### src/rtl/fetch_queue.sv
// fetch_queue: instruction-fetch front end with a bundle queue and epoch-tagged ROM reads.
// Drives a synchronous ROM (MEM_LAT cycles of latency), buffers up to QDEPTH returned
// bundles, presents one bundle per advance to decode, and flushes on branch redirect.
// Ports:
//   clk, rstn                      clock, async active-low reset
//   interlock, fetch_stall         decode hold / pipeline stall (freeze output register)
//   redirect_valid, redirect_pc    restart fetch at redirect_pc (bundle-aligned)
//   imem_addr, imem_rdata          ROM address out, ROM data in (MEM_LAT cycles later)
//   pc, inst_to_the_next           bundle PC and bundle to decode (lane 0 = lowest address)
//   inst_valid                     1 = fetched bundle, 0 = NOP bubble
module fetch_queue #(
    parameter int unsigned        INST_W   = 32,
    parameter int unsigned        ISSUE    = 2,
    parameter int unsigned        PC_W     = 32,
    parameter int unsigned        MEM_LAT  = 1,
    parameter int unsigned        QDEPTH   = 4,
    parameter logic [INST_W-1:0]  NOP      = INST_W'(32'hE0000000),
    parameter logic [PC_W-1:0]    RESET_PC = '0
) (
    input  logic                      clk,
    input  logic                      rstn,
    input  logic                      interlock,
    input  logic                      fetch_stall,
    input  logic                      redirect_valid,
    input  logic [PC_W-1:0]           redirect_pc,
    output logic [PC_W-1:0]           imem_addr,
    input  logic [ISSUE*INST_W-1:0]   imem_rdata,
    output logic [PC_W-1:0]           pc,
    output logic [ISSUE*INST_W-1:0]   inst_to_the_next,
    output logic                      inst_valid
);

    localparam int unsigned BW    = ISSUE * INST_W;
    localparam int unsigned BYTES = BW / 8;
    localparam int unsigned PTR_W = $clog2(QDEPTH);
    localparam int unsigned CNT_W = PTR_W + 1;
    localparam int unsigned INF_W = $clog2(MEM_LAT + 1);
    localparam logic [PC_W-1:0] ALIGN_MASK = ~PC_W'(BYTES - 1);
    localparam logic [BW-1:0]   NOPS       = {ISSUE{NOP}};

    // Fetch address, epoch and output registers
    logic [PC_W-1:0]  fetch_pc_q, fetch_pc_d;
    logic             epoch_q, epoch_d;
    logic [PC_W-1:0]  pc_q, pc_d;
    logic [BW-1:0]    inst_q, inst_d;
    logic             valid_q, valid_d;

    // Bundle queue
    logic [BW-1:0]    q_data_q [QDEPTH];
    logic [PC_W-1:0]  q_pc_q   [QDEPTH];
    logic [PTR_W-1:0] head_q, head_d;
    logic [PTR_W-1:0] tail_q, tail_d;
    logic [CNT_W-1:0] count_q, count_d;

    // In-flight read tags, index 0 = newest, MEM_LAT-1 = returning this cycle
    logic [MEM_LAT-1:0]           tag_vld_q;
    logic [MEM_LAT-1:0]           tag_ep_q;
    logic [MEM_LAT-1:0][PC_W-1:0] tag_pc_q;

    logic             adv_c;
    logic             fire_c;
    logic             push_c;
    logic             pop_c;
    logic [INF_W-1:0] inflight_c;

    assign imem_addr        = fetch_pc_q;
    assign pc               = pc_q;
    assign inst_to_the_next = inst_q;
    assign inst_valid       = valid_q;

    // Count outstanding reads (stale-epoch ones still hold a credit until they exit)
    always_comb begin
        inflight_c = '0;
        for (int i = 0; i < int'(MEM_LAT); i++) begin
            inflight_c = inflight_c + INF_W'(tag_vld_q[i]);
        end
    end

    // Request/return/pop qualifiers; redirect overrides all of them
    always_comb begin
        adv_c  = ~fetch_stall & ~interlock;
        fire_c = ~redirect_valid
                 & ((32'(count_q) + 32'(inflight_c)) < QDEPTH);
        push_c = ~redirect_valid & tag_vld_q[MEM_LAT-1]
                 & (tag_ep_q[MEM_LAT-1] == epoch_q);
        pop_c  = ~redirect_valid & adv_c & (count_q != '0);
    end

    // Next-state for fetch pointer, queue pointers and output register
    always_comb begin
        fetch_pc_d = fetch_pc_q;
        epoch_d    = epoch_q;
        head_d     = head_q;
        tail_d     = tail_q;
        count_d    = count_q;
        pc_d       = pc_q;
        inst_d     = inst_q;
        valid_d    = valid_q;
        if (redirect_valid) begin
            fetch_pc_d = redirect_pc & ALIGN_MASK;
            epoch_d    = ~epoch_q;
            head_d     = '0;
            tail_d     = '0;
            count_d    = '0;
            inst_d     = NOPS;
            valid_d    = 1'b0;
        end else begin
            if (fire_c) begin
                fetch_pc_d = fetch_pc_q + PC_W'(BYTES);
            end
            if (push_c) begin
                tail_d = tail_q + PTR_W'(1);
            end
            if (pop_c) begin
                head_d  = head_q + PTR_W'(1);
                pc_d    = q_pc_q[head_q];
                inst_d  = q_data_q[head_q];
                valid_d = 1'b1;
            end else if (adv_c) begin
                inst_d  = NOPS;
                valid_d = 1'b0;
            end
            count_d = count_q + CNT_W'(push_c) - CNT_W'(pop_c);
        end
    end

    // State registers
    always_ff @(posedge clk or negedge rstn) begin
        if (!rstn) begin
            fetch_pc_q <= RESET_PC;
            epoch_q    <= 1'b0;
            head_q     <= '0;
            tail_q     <= '0;
            count_q    <= '0;
            pc_q       <= '0;
            inst_q     <= NOPS;
            valid_q    <= 1'b0;
            tag_vld_q  <= '0;
            tag_ep_q   <= '0;
            tag_pc_q   <= '0;
        end else begin
            fetch_pc_q <= fetch_pc_d;
            epoch_q    <= epoch_d;
            head_q     <= head_d;
            tail_q     <= tail_d;
            count_q    <= count_d;
            pc_q       <= pc_d;
            inst_q     <= inst_d;
            valid_q    <= valid_d;
            for (int i = int'(MEM_LAT) - 1; i > 0; i--) begin
                tag_vld_q[i] <= tag_vld_q[i-1];
                tag_ep_q[i]  <= tag_ep_q[i-1];
                tag_pc_q[i]  <= tag_pc_q[i-1];
            end
            tag_vld_q[0] <= fire_c;
            tag_ep_q[0]  <= epoch_q;
            tag_pc_q[0]  <= fetch_pc_q;
        end
    end

    // Queue storage; contents are don't-care until written
    always_ff @(posedge clk) begin
        if (push_c) begin
            q_data_q[tail_q] <= imem_rdata;
            q_pc_q[tail_q]   <= tag_pc_q[MEM_LAT-1];
        end
    end

    // Credits bound count+inflight to QDEPTH, so a return never meets a full queue
    a_no_push_full: assert property (@(posedge clk) disable iff (!rstn)
        push_c |-> (count_q != CNT_W'(QDEPTH)));

endmodule

### config.mk
export PLATFORM = sky130hd
export DESIGN_NAME = fetch_queue
export DESIGN_NICKNAME = d
export VERILOG_FILES = /design/src/rtl/fetch_queue.sv
export SDC_FILE = /design/constraint.sdc
export NUM_CORES = 1
export LEC_CHECK = 0
export CORE_MARGIN = 3
export CORE_UTILIZATION = 30
export DETAILED_ROUTE_END_ITERATION = 8
export PLACE_DENSITY = 0.52
export SLEW_MARGIN = 0
export SYNTH_ARGS = -nofsm -noshare
export SYNTH_HDL_FRONTEND = slang
export SYNTH_SLANG_ARGS = --single-unit
### constraint.sdc
create_clock -name clk -period 10.4 [get_ports clk]
set_input_delay 1.56 -clock clk [delete_from_list [all_inputs] [get_ports clk]]
set_output_delay 1.56 -clock clk [all_outputs]
set_load 0.1 [all_outputs]
Word-level counts from Yosys, hierarchy flattened
Memories as Yosys holds them, arrays and structs flattened. A register that Yosys moved wholly into a read port is not among the register bits. Index checks and enable logic that the tools add are counted.

Add/subtract/negate cells: 6. Multiply operators: 0. Div/mod/pow operators: 0. Order comparisons: 1. Eq/ne operators: 1. Shift operators: 0. Multiplexer cells: 15. Bitwise gates (word level): 10. Reduce and logical (&&, ||, !) cells: 7.

Operators by type and width (count): 64-bit two-way mux (3); 32-bit two-way mux (2); 32-bit by 4-bit adder with 32-bit output (second input constant) (1); 2-bit two-way mux (4); 1-bit bitwise AND (6); 2-bit nonzero test (3); 3-bit nonzero test (2); 1-bit two-way mux (5); 2-bit by 1-bit adder with 2-bit output (second input constant) (2); 3-bit by 1-bit adder with 4-bit output (1); 4-bit by 3-bit < comparator with 1-bit output (second input constant) (1); 1-bit inverter (4); 3-bit by 1-bit adder with 3-bit output (1); 3-bit two-way mux (1); 3-bit by 1-bit subtractor with 3-bit output (1); 2-bit AND reduction (1); 1-bit equality test (1); 1-bit zero test (1).

Register bits: 139. Latch bits: 0. Memory bits (writable): 384. ROM bits: 0. Bits of input ports: 101. Logic and storage cells: 52. Memories: 2.

Memories: q_data_q (words 4, bits a word 64, read ports 1, clocked after memory_dff 0, write ports 1, RTL line 49) `logic [BW-1:0] q_data_q [QDEPTH];`; q_pc_q (words 4, bits a word 32, read ports 1, clocked after memory_dff 1, write ports 1, RTL line 50) `logic [PC_W-1:0] q_pc_q [QDEPTH];`.

Logic depth before layout (Yosys ltp)
Gate-level depths: netlist (run 1).

Word-level depth: 6. Depth in mapped cells: 11.

Least setup slack after synthesis (run 1)
No wires, ideal clock.

Path kind: input-to-reg. From: in redirect_valid. To: mem q_data_q[0][0] (netlist name) (enable). Arrival time: 4.487 ns. Required time: 9.938 ns. Path slack: 5.451 ns. Cell stages on the path: 5. Buffers on the path: 2. Path through: clkbuf_1 > clkinv_1 > and3_1 > clkbuf_1 > and2_1.

Cells in the longest elaborated chain, start to end: 5.

RTL lines: start: declaration (RTL line 24) `input logic redirect_valid,`; 1-bit inverter (no line); 1-bit bitwise AND (RTL line 84) `push_c = ~redirect_valid & tag_vld_q[MEM_LAT-1]`; 1-bit bitwise AND (RTL line 85) `& (tag_ep_q[MEM_LAT-1] == epoch_q);`; 1-bit two-way mux (RTL line 163) `if (push_c) begin`; 1-bit two-way mux (implied by the code) (RTL line 164) `q_data_q[tail_q] <= imem_rdata;`; end: declaration (RTL line 49).

No other way between the ends.

Worst setup path in the final report (run 1)
From: in redirect_valid. To: mem q_data_q[0][21] (netlist name) (enable).

The elaborated chain is that of the path after synthesis.

==> results of run 1 <==
-- worst max-delay path: cells and delay by family --
family | cells | cell delay (ns)
simple gates | 2 | 1.06
buf+inv | 4 | 1.63
-- flip-flops by register name, indices dropped and copies added, names as in the netlist --
| register | cells |
|---|---|
| q_data_q | 256 |
| q_pc_q | 116 |
| inst_to_the_next | 64 |
| imem_addr | 29 |
| pc | 29 |
| tag_pc_q | 29 |
| count_q | 3 |
| head_q | 2 |
| tail_q | 2 |
| epoch_q | 1 |
| inst_valid | 1 |
| tag_ep_q | 1 |
| tag_vld_q | 1 |
-- kinds of logic after synthesis --
| kind of cell | count (synthesis) | share of synthesized area |
|---|---|---|
| compound gates | 97 | 0.0378 |
| buf+inv | 63 | 0.0151 |
| fa+ha+maj | 8 | 0.00545 |
| mux | 98 | 0.109 |
| xor+xnor | 32 | 0.0142 |
| simple gates | 200 | 0.0464 |
| other cells | 1 | 0.000190 |
| flops | 534 | 0.772 |
-- power by group --
| group | total, W | switching [W] | internal, W |
|---|---|---|---|
| clock network | 0.00201 | 0.000808 | 0.00120 |
| registers | 0.00268 | 0.000138 | 0.00254 |
| logic | 0.00142 | 0.00102 | 0.000407 |
| total | 0.00611 | 0.00196 | 0.00415 |
-- stage by stage --
stage	cells	setup WS, ns	hold slack, ns	power, W	util
2_1_floorplan	1038	5.45	0.410	0.00374	-
3_3_place_gp	2067	5.52	0.421	0.00416	0.353
3_5_place_dp	2067	5.51	0.443	0.00417	0.353
4_1_cts	2173	6.16	0.451	0.00623	0.382
5_1_grt	2173	5.98	0.465	0.00639	0.382
6_report	2175	6.22	0.453	0.00611	0.382
-- synth_stat cells (2+ instances only) --
library cell	number	area [um^2]
xor2_1	11	96.3
a22o_1	58	508
buf_1	8	30.0
and2_1	8	50.1
buf_4	6	45.0
inv_1	4	15.0
buf_2	13	65.1
mux4_2	93	2090
nor4_1	8	50.1
dfstp_2	6	158
edfxtp_1	372	11200
o21ai_0	24	120
nand4_1	9	56.3
clkbuf_1	28	105
or3_1	3	18.8
nor3_1	10	50.1
dfrtp_1	156	3900
nor2_1	11	41.3
mux2i_1	3	30.0
mux2_2	2	22.5
nand3_1	11	55.1
o21ai_1	3	15.0
and3_1	7	43.8
o22a_1	7	61.3
xnor2_1	21	184
ha_1	7	87.6
nand2_1	126	473
buf_6	3	33.8
-- worst min-delay path by stage --
stage             from       end  slack (ns)  cells after the start
2_1_floorplan  epoch_q  tag_ep_q        0.41                      0
3_3_place_gp   epoch_q  tag_ep_q        0.42                      0
3_5_place_dp   epoch_q  tag_ep_q        0.44                      0
4_1_cts        epoch_q  tag_ep_q        0.45                      0
5_1_grt        epoch_q  tag_ep_q        0.46                      0
6_report       epoch_q  tag_ep_q        0.45                      0
-- cell type report --
| cell class | count | area (um^2) |
|---|---|---|
| multi-input cells | 441 | 4250 |
| fillers | 5935 | 40100 |
| inverters | 5 | 18.8 |
| flip-flops and latches | 534 | 15200 |
| well taps | 855 | 1070 |
| repair buffers | 232 | 2290 |
| diodes | 2 | 5.00 |
| clock buffers | 89 | 1680 |
| clock inverters | 17 | 196 |
-- per-layer routing --
metal	part of all wire	wire [um]
met5	0.00069	32
met4	0.018	857
met3	0.048	2240
met2	0.50	23200
met1	0.43	20200
==> impl_metrics.toml, run 1 <==
[sta]
finalClockSkew_ns = 0.0157
final.period_utilization = 0.401
timing.max_slew.rel_slack = 0.212
setup_viol = 0
rsz0062_at_grt = "false"
final_max_tran_viols = 0
layout_min_cycle_time_ns = 4.18
final_hold_viol_count = 0
f_max_ghz = 0.240
fin_setup_tns_ns = 0
worstMarginPinSlew_ns = 1.18

[worst_setup_path]
worst-r2r-cell-count = 9
cpPeakStageDelay_ns = 0.92
worst_setup_path_startpoint = "redirect_valid"
launch_instance_of_the_worst_register_to_register_path = "count_q[1]"
cp_data_arrival_time_ns = 4.38
reg2reg_setup_slack_ns = 7.33
r2r-end = "count_q[2]"
required_ns = 10.60
timing.critical_path.to = "q_data_q[0][21]"
timing_worst_setup_path_type = "input pin to flip-flop"
crit_fanout = 61
timing.critical_path.slowest_stage_cell = "buf_4"
cp-start-kind = "input pin"
crit_chain = "buf_2 -> buf_4 -> clkinv_1 -> and3_1 -> and2_4 -> buf_4"
critical-path-top-cell-by-count = "buf_4"
endpoint_kind = "flip-flop"

[synthesis]
synth_top_flop_cell = "edfxtp_1"
synth-async-reset-ratio = 0.303
yosys_warnings = 0
synth.ff_latch_count = 534
synthDistinctLibCells = 43
edff_count_synth = 372
syn_avg_cell_area_um2 = 19.1
mappedNetlistArea_um2 = 19700
synth.yosys.seq_area_share = 0.772
post_synth_inst_count = 1033

[global_route]
layer_carrying_the_most_global_route_usage = "met2"
number_of_global_route_vias_before_repair = 11100
grt.met2_usage = 0.229
grt_antenna_before_repair = 3
grt.met1_usage = 0.178
grt.met3_usage = 0.0302
globalRouteTotalUtil = 0.135
grt_start_max_net_pins = 97
globalRouteOverflowTotal = 0
grt_pass1_wl_um = 71300

[route]
drc = 0
wl_um = 46500
ant_nets = 0
via_count = 10100
wl_per_cell_um = 21.4
routed_via_density = 4.63
drt_first_pass_iters = 5
detail_route.iter0.violations = 578

[clock_tree]
cts-buffers-inserted = 57
post-cts-setup-buffer-count = 0
clkSlewWorstSetupHoldPaths_ns = 0.06
htree_levels = 2
root_buffer = "clkbuf_16"
clock_buffer_depth = 3
quantity_of_hold_fixing_buffers_added_after_cts = 0
resize_count_post_cts = 0
clk_lat_worst_skew_ns = 0.60
clock-sinks = 534
tritoncts = "done"

[final_layout]
syn2layout_area_growth_pct = 25.4
layout.cell_area.non_filler_um2 = 24700
commonest_cells_after_routing_fill_and_taps_aside = "edfxtp_1, clkdlybuf4s50_1, dfrtp_1, nand2_1, mux4_2"
layout-drive-gt1-share = 0.159
commonest_non_fill_non_tap_cell_in_the_layout = "edfxtp_1"
design.final.nets = 1380

[placement]
gp_congestion = 0.745
place.detailed.hpwl_um = 25800
port-buffer-count = 220
post_dp_cell_area_um2 = 22900

[floorplanning]
placeable_area_um2 = 64800
start_util = 0.304
dieArea_um2 = 68900
floorplan.io_pins = 230
fp-row-count = 93
die_y_um = 262
die_w_um = 262

[pwr]
power_density_nw_per_um2 = 247
leakage_nw = 8.60
vdd_ir_drop_max_uv = 144

[worst_hold_path]
hold_path.class = "flip-flop to flip-flop"

[run_status]
status = "completed"

[job]
timing.max_cap.violations = 0
(Power assumes the default switching activity.)
==> run 2: changes to the inputs <==
- PLACE_DENSITY: 0.52 -> 0.54
- clock period: 10.4 -> 3.8 ns (I/O delays scaled with it)
==> run 2 against run 1 <==
Utilization increased by 0.61 points. Count of clock-buffer cells in the layout decreased by 16. Global-route usage decreased by 0.063 points. Critical path type is now flip-flop to primary output. Largest power group unchanged.
==> impl_metrics.toml, run 2 (synthesis results as in run 1) <==
[clock_tree]
htree_levels = 2
quantity_of_hold_fixing_buffers_added_after_cts = 0
cts-buffers-inserted = 56
resize_count_post_cts = 0
clk_lat_worst_skew_ns = 0.60
clkSlewWorstSetupHoldPaths_ns = 0.06
root_buffer = "clkbuf_16"
clock-sinks = 534
post-cts-setup-buffer-count = 0
clock_buffer_depth = 3
tritoncts = "done"

[route]
drc = 0
wl_per_cell_um = 21.3
drt_first_pass_iters = 4
wl_um = 46600
ant_nets = 0
routed_via_density = 4.66
via_count = 10200
detail_route.iter0.violations = 594

[pwr]
intPower_w = 0.0117
switchingPower_w = 0.00547
pwr-share-seq = 0.426
power_density_nw_per_um2 = 682
switching_share = 0.319
leakage_nw = 8.79
comb_pwr_share = 0.231
clockPowerShare = 0.343
vdd_ir_drop_max_uv = 328

[worst_setup_path]
timing.critical_path.slowest_stage_cell = "clkdlybuf4s50_1"
crit_chain = "clkdlybuf4s50_1"
launch_instance_of_the_worst_register_to_register_path = "count_q[1]"
reg2reg_setup_slack_ns = 1.28
timing_worst_setup_path_type = "flip-flop to primary output"
cpPeakStageDelay_ns = 1.21
worst_setup_path_startpoint = "imem_addr[3]"
crit_fanout = 6
cp_num_buf_inv = 1
cp_data_arrival_time_ns = 2.32
required_ns = 3.23
endpoint_kind = "primary output"
cp-start-kind = "flip-flop"
cpLargestDelayFamily = "buffers and inverters"

[sta]
final_max_tran_viols = 0
final_hold_viol_count = 0
fin_setup_tns_ns = 0
rsz0062_at_grt = "false"
layout_min_cycle_time_ns = 2.89
f_max_ghz = 0.346
finalClockSkew_ns = 0.0184
setup_viol = 0
final.period_utilization = 0.761
worstMarginPinSlew_ns = 1.11
timing.max_slew.rel_slack = 0.258

[final_layout]
final_cells = 2185
commonest_non_fill_non_tap_cell_in_the_layout = "edfxtp_1"
layout-drive-gt1-share = 0.181
syn2layout_area_growth_pct = 27.4
biggest_register = "q_data_q"
fillers = 5813
design.final.nets = 1391
n_antenna_cell = 0
commonest_cells_after_routing_fill_and_taps_aside = "edfxtp_1, clkdlybuf4s50_1, dfrtp_1, nand2_1, mux4_2"
layout.cell_area.non_filler_um2 = 25100
register_area_um2 = 15200
multiInputGateArea_um2 = 4250
largest_reg_flops = 256

[placement]
gp_congestion = 0.765
port-buffer-count = 220
place.detailed.hpwl_um = 27100
dp.cells = 2079
post_dp_cell_area_um2 = 23100

[global_route]
number_of_global_route_vias_before_repair = 11100
grt_antenna_before_repair = 0
grt_start_max_net_pins = 88
grt_pass1_wl_um = 70600
globalRouteTotalUtil = 0.134
globalRouteOverflowTotal = 0

[floorplanning]
die_y_um = 262
placeable_area_um2 = 64800
dieArea_um2 = 68900
start_util = 0.304
floorplan.io_pins = 230
fp-row-count = 93
die_w_um = 262

[worst_hold_path]
hold_path.class = "input pin to asynchronous set/reset pin"

[run_status]
status = "completed"

[job]
timing.max_cap.violations = 0
## run 2: final cells by class
type / count / share of cell area
clock buffer: 73 / 0.0644
multi-input combinational: 441 / 0.169
tap: 855 / 0.0425
clock inverter: 33 / 0.0166
sequential: 534 / 0.606
inverter: 5 / 0.000746
timing repair buffer: 244 / 0.101
## run 2: power groups by stage
stage	clock network [W]	logic, W	registers (W)
CTS	0.00607	0.00405	0.00733
global placement	0	0.00403	0.00740
finish	0.00588	0.00396	0.00731
detailed placement	0	0.00404	0.00744
floorplan	0	0.00120	0.00903
global route	0.00630	0.00419	0.00739
## run 2: routing by layer
layer  vias to the layer above  GRT usage  share of wire
met3                        49     0.0350          0.057
li1                       4522          -              -
met2                       269      0.223           0.49
met1                      5341      0.180           0.44
met4                         0     0.0267          0.013
met5                         -          0              0
## run 2: worst paths after layout
path                                         to  depth (start not counted)
setup reg to reg                     count_q[2]                          8
min in group clk                  imem_addr[28]                          4
hold reg to reg                        tag_ep_q                          0
hold / removal             inst_to_the_next[52]                          1
max in group asynchronous         imem_addr[20]                          2
setup / recovery                   imem_addr[3]                          1
## run 2: metrics by stage
step | hold slack (ns) | total power, W | util | setup slack [ns]
after floorplan | 0.274 | 0.0102 | - | 0.857
after global placement | 0.420 | 0.0114 | 0.357 | 1.00
after detailed placement | 0.436 | 0.0115 | 0.357 | 0.992
after CTS | 0.0990 | 0.0174 | 0.388 | 0.832
after global routing | 0.124 | 0.0179 | 0.388 | 0.811
final | 0.0943 | 0.0171 | 0.388 | 0.908
## run 2: worst register-to-register path, cell delays in order (launching register included)
cell and delay (ns):
dfrtp_1 0.43, nor3_1 0.44, nor3_1 0.20, nand2_2 0.12, buf_4 0.44, nor2_1 0.13
fa_1 0.43, xnor2_1 0.15, nor2_1 0.06
==> run 3: changes to the inputs <==
- clock period: 3.8 -> 2.5 ns (I/O delays scaled with it)
==> run 3 against run 2 <==
Cell count rose by 1.0%. Combinational power rose by 54%. Setup slack got worse by 0.59 ns. Critical path type is now flip-flop to flip-flop. Critical endpoint is now count_q[2]. Via count rose by 1.2%.
==> impl_metrics.toml, run 3 (synthesis results as in run 1) <==
[sta]
hold-worst-slack_ns = 0.282
rsz0062_at_grt = "false"
f_max_ghz = 0.459
worstMarginPinSlew_ns = 0.549
final_max_tran_viols = 0
final.period_utilization = 0.872
setup_viol = 0
layout_min_cycle_time_ns = 2.18
fin_setup_tns_ns = 0
timing.max_slew.rel_slack = 0.634
finalClockSkew_ns = 0.0142
final_hold_viol_count = 0

[worst_setup_path]
timing.critical_path.slowest_stage_cell = "dfrtp_1"
worst-r2r-cell-count = 8
cp-start-kind = "flip-flop"
crit_fanout = 37
endpoint_kind = "flip-flop"
required_ns = 2.96
cp_num_buf_inv = 1
cp_data_arrival_time_ns = 2.64
crit_chain = "nor3_1 -> nor3_1 -> nand2_2 -> buf_6 -> nor2_1 -> fa_1 -> xnor2_1 -> nor2_1"
cp.depth = 8
timing_worst_setup_path_type = "flip-flop to flip-flop"
cpPeakStageDelay_ns = 0.44
cpLargestDelayFamily = "simple AND/OR/NAND/NOR gates"

[final_layout]
commonest_cells_after_routing_fill_and_taps_aside = "edfxtp_1, dfrtp_1, buf_4, nand2_1, clkdlybuf4s50_1"
final_cells = 2207
layout-drive-gt1-share = 0.271
layout.cell_area.non_filler_um2 = 24900
commonest_non_fill_non_tap_cell_in_the_layout = "edfxtp_1"
largest_reg_flops = 256
fillers = 5925
syn2layout_area_growth_pct = 26.1
design.final.nets = 1411
biggest_register = "q_data_q"
multiInputGateArea_um2 = 4250
register_area_um2 = 15200

[route]
via_count = 10300
drt_first_pass_iters = 4
detail_route.iter0.violations = 649
wl_um = 46100
wl_per_cell_um = 20.9
ant_nets = 0
routed_via_density = 4.67
drc = 0

[global_route]
grt_start_max_net_pins = 60
grt_antenna_before_repair = 2
grt_pass1_wl_um = 70700
globalRouteTotalUtil = 0.133
globalRouteOverflowTotal = 0
number_of_global_route_vias_before_repair = 11300

[clock_tree]
root_buffer = "clkbuf_16"
clock_buffer_depth = 3
clkSlewWorstSetupHoldPaths_ns = 0.06
tritoncts = "done"
clock-sinks = 534
cts-buffers-inserted = 56
htree_levels = 2
clk_lat_worst_skew_ns = 0.59
post-cts-setup-buffer-count = 0

[placement]
port-buffer-count = 220
place.detailed.hpwl_um = 28200
post_dp_cell_area_um2 = 23000
gp_congestion = 0.753
dp.cells = 2098

[floorplanning]
die_w_um = 262
start_util = 0.304
die_y_um = 262
fp-row-count = 93
placeable_area_um2 = 64800
floorplan.io_pins = 230
dieArea_um2 = 68900

[worst_hold_path]
cells_on_worst_hold_path = 4
hold_path.class = "input pin to flip-flop"

[job]
timing.max_cap.violations = 0

[run_status]
status = "completed"

[pwr]
power_density_nw_per_um2 = 1020
leakage_nw = 8.99
report.power.total_w = 0.0254
vdd_ir_drop_max_uv = 452
run 3: cell type report:
class	instances	share of cell area
Timing Repair Buffer	264	0.0986
Tap cell	855	0.0430
Clock inverter	24	0.0105
Multi-Input combinational cell	441	0.171
Sequential cell	534	0.612
Clock buffer	82	0.0639
Antenna cell	2	0.000201
Inverter	5	0.000754
run 3: report_power, final:
group	internal, W	switching [W]
combinational	0.00175	0.00434
clock	0.00492	0.00336
sequential	0.0105	0.000517
total	0.0172	0.00821
run 3: metrics by stage:
step,setup WS [ns],util
2_1_floorplan,-0.248,-
3_3_place_gp,0.0361,0.355
3_5_place_dp,0.0285,0.355
4_1_cts,0.169,0.384
5_1_grt,0.128,0.384
6_report,0.319,0.384
run 3: timing repair:
| action | 4_1_cts | 5_1_grt |
|---|---|---|
| endpoints found under the hold margin | 39 | 0 |
| setup endpoints to repair | 0 | 2 |
| hold buffers | 1 | 0 |
| gates resized for setup | 0 | 2 |
run 3: tightest hold or removal path, stage by stage:
cell and delay [ns]:
buf_2 0.13, clkinv_1 0.11, nand2_1 0.06, mux2i_1 0.13
run 3: path summary, 6_finish.rpt:
kind	start	endpoint	slack, ns
worst min-delay path	redirect_valid	tail_q[0]	0.28
worst max-delay path	count_q[1]	count_q[2]	0.32
worst min register to register	epoch_q	tag_ep_q	0.45
min in group asynchronous	rstn	inst_to_the_next[51]	0.33
max in group asynchronous	rstn	inst_to_the_next[25]	1.34
worst max register to register	count_q[1]	count_q[2]	0.32
run 3: layer usage:
metal / share of wire / up-vias / GRT usage
met2: 0.48 / 240 / 0.218
met4: 0.020 / 2 / 0.0321
met1: 0.44 / 5413 / 0.178
met3: 0.054 / 73 / 0.0337
met5: 0.00024 / - / 0
li1: - / 4580 / -
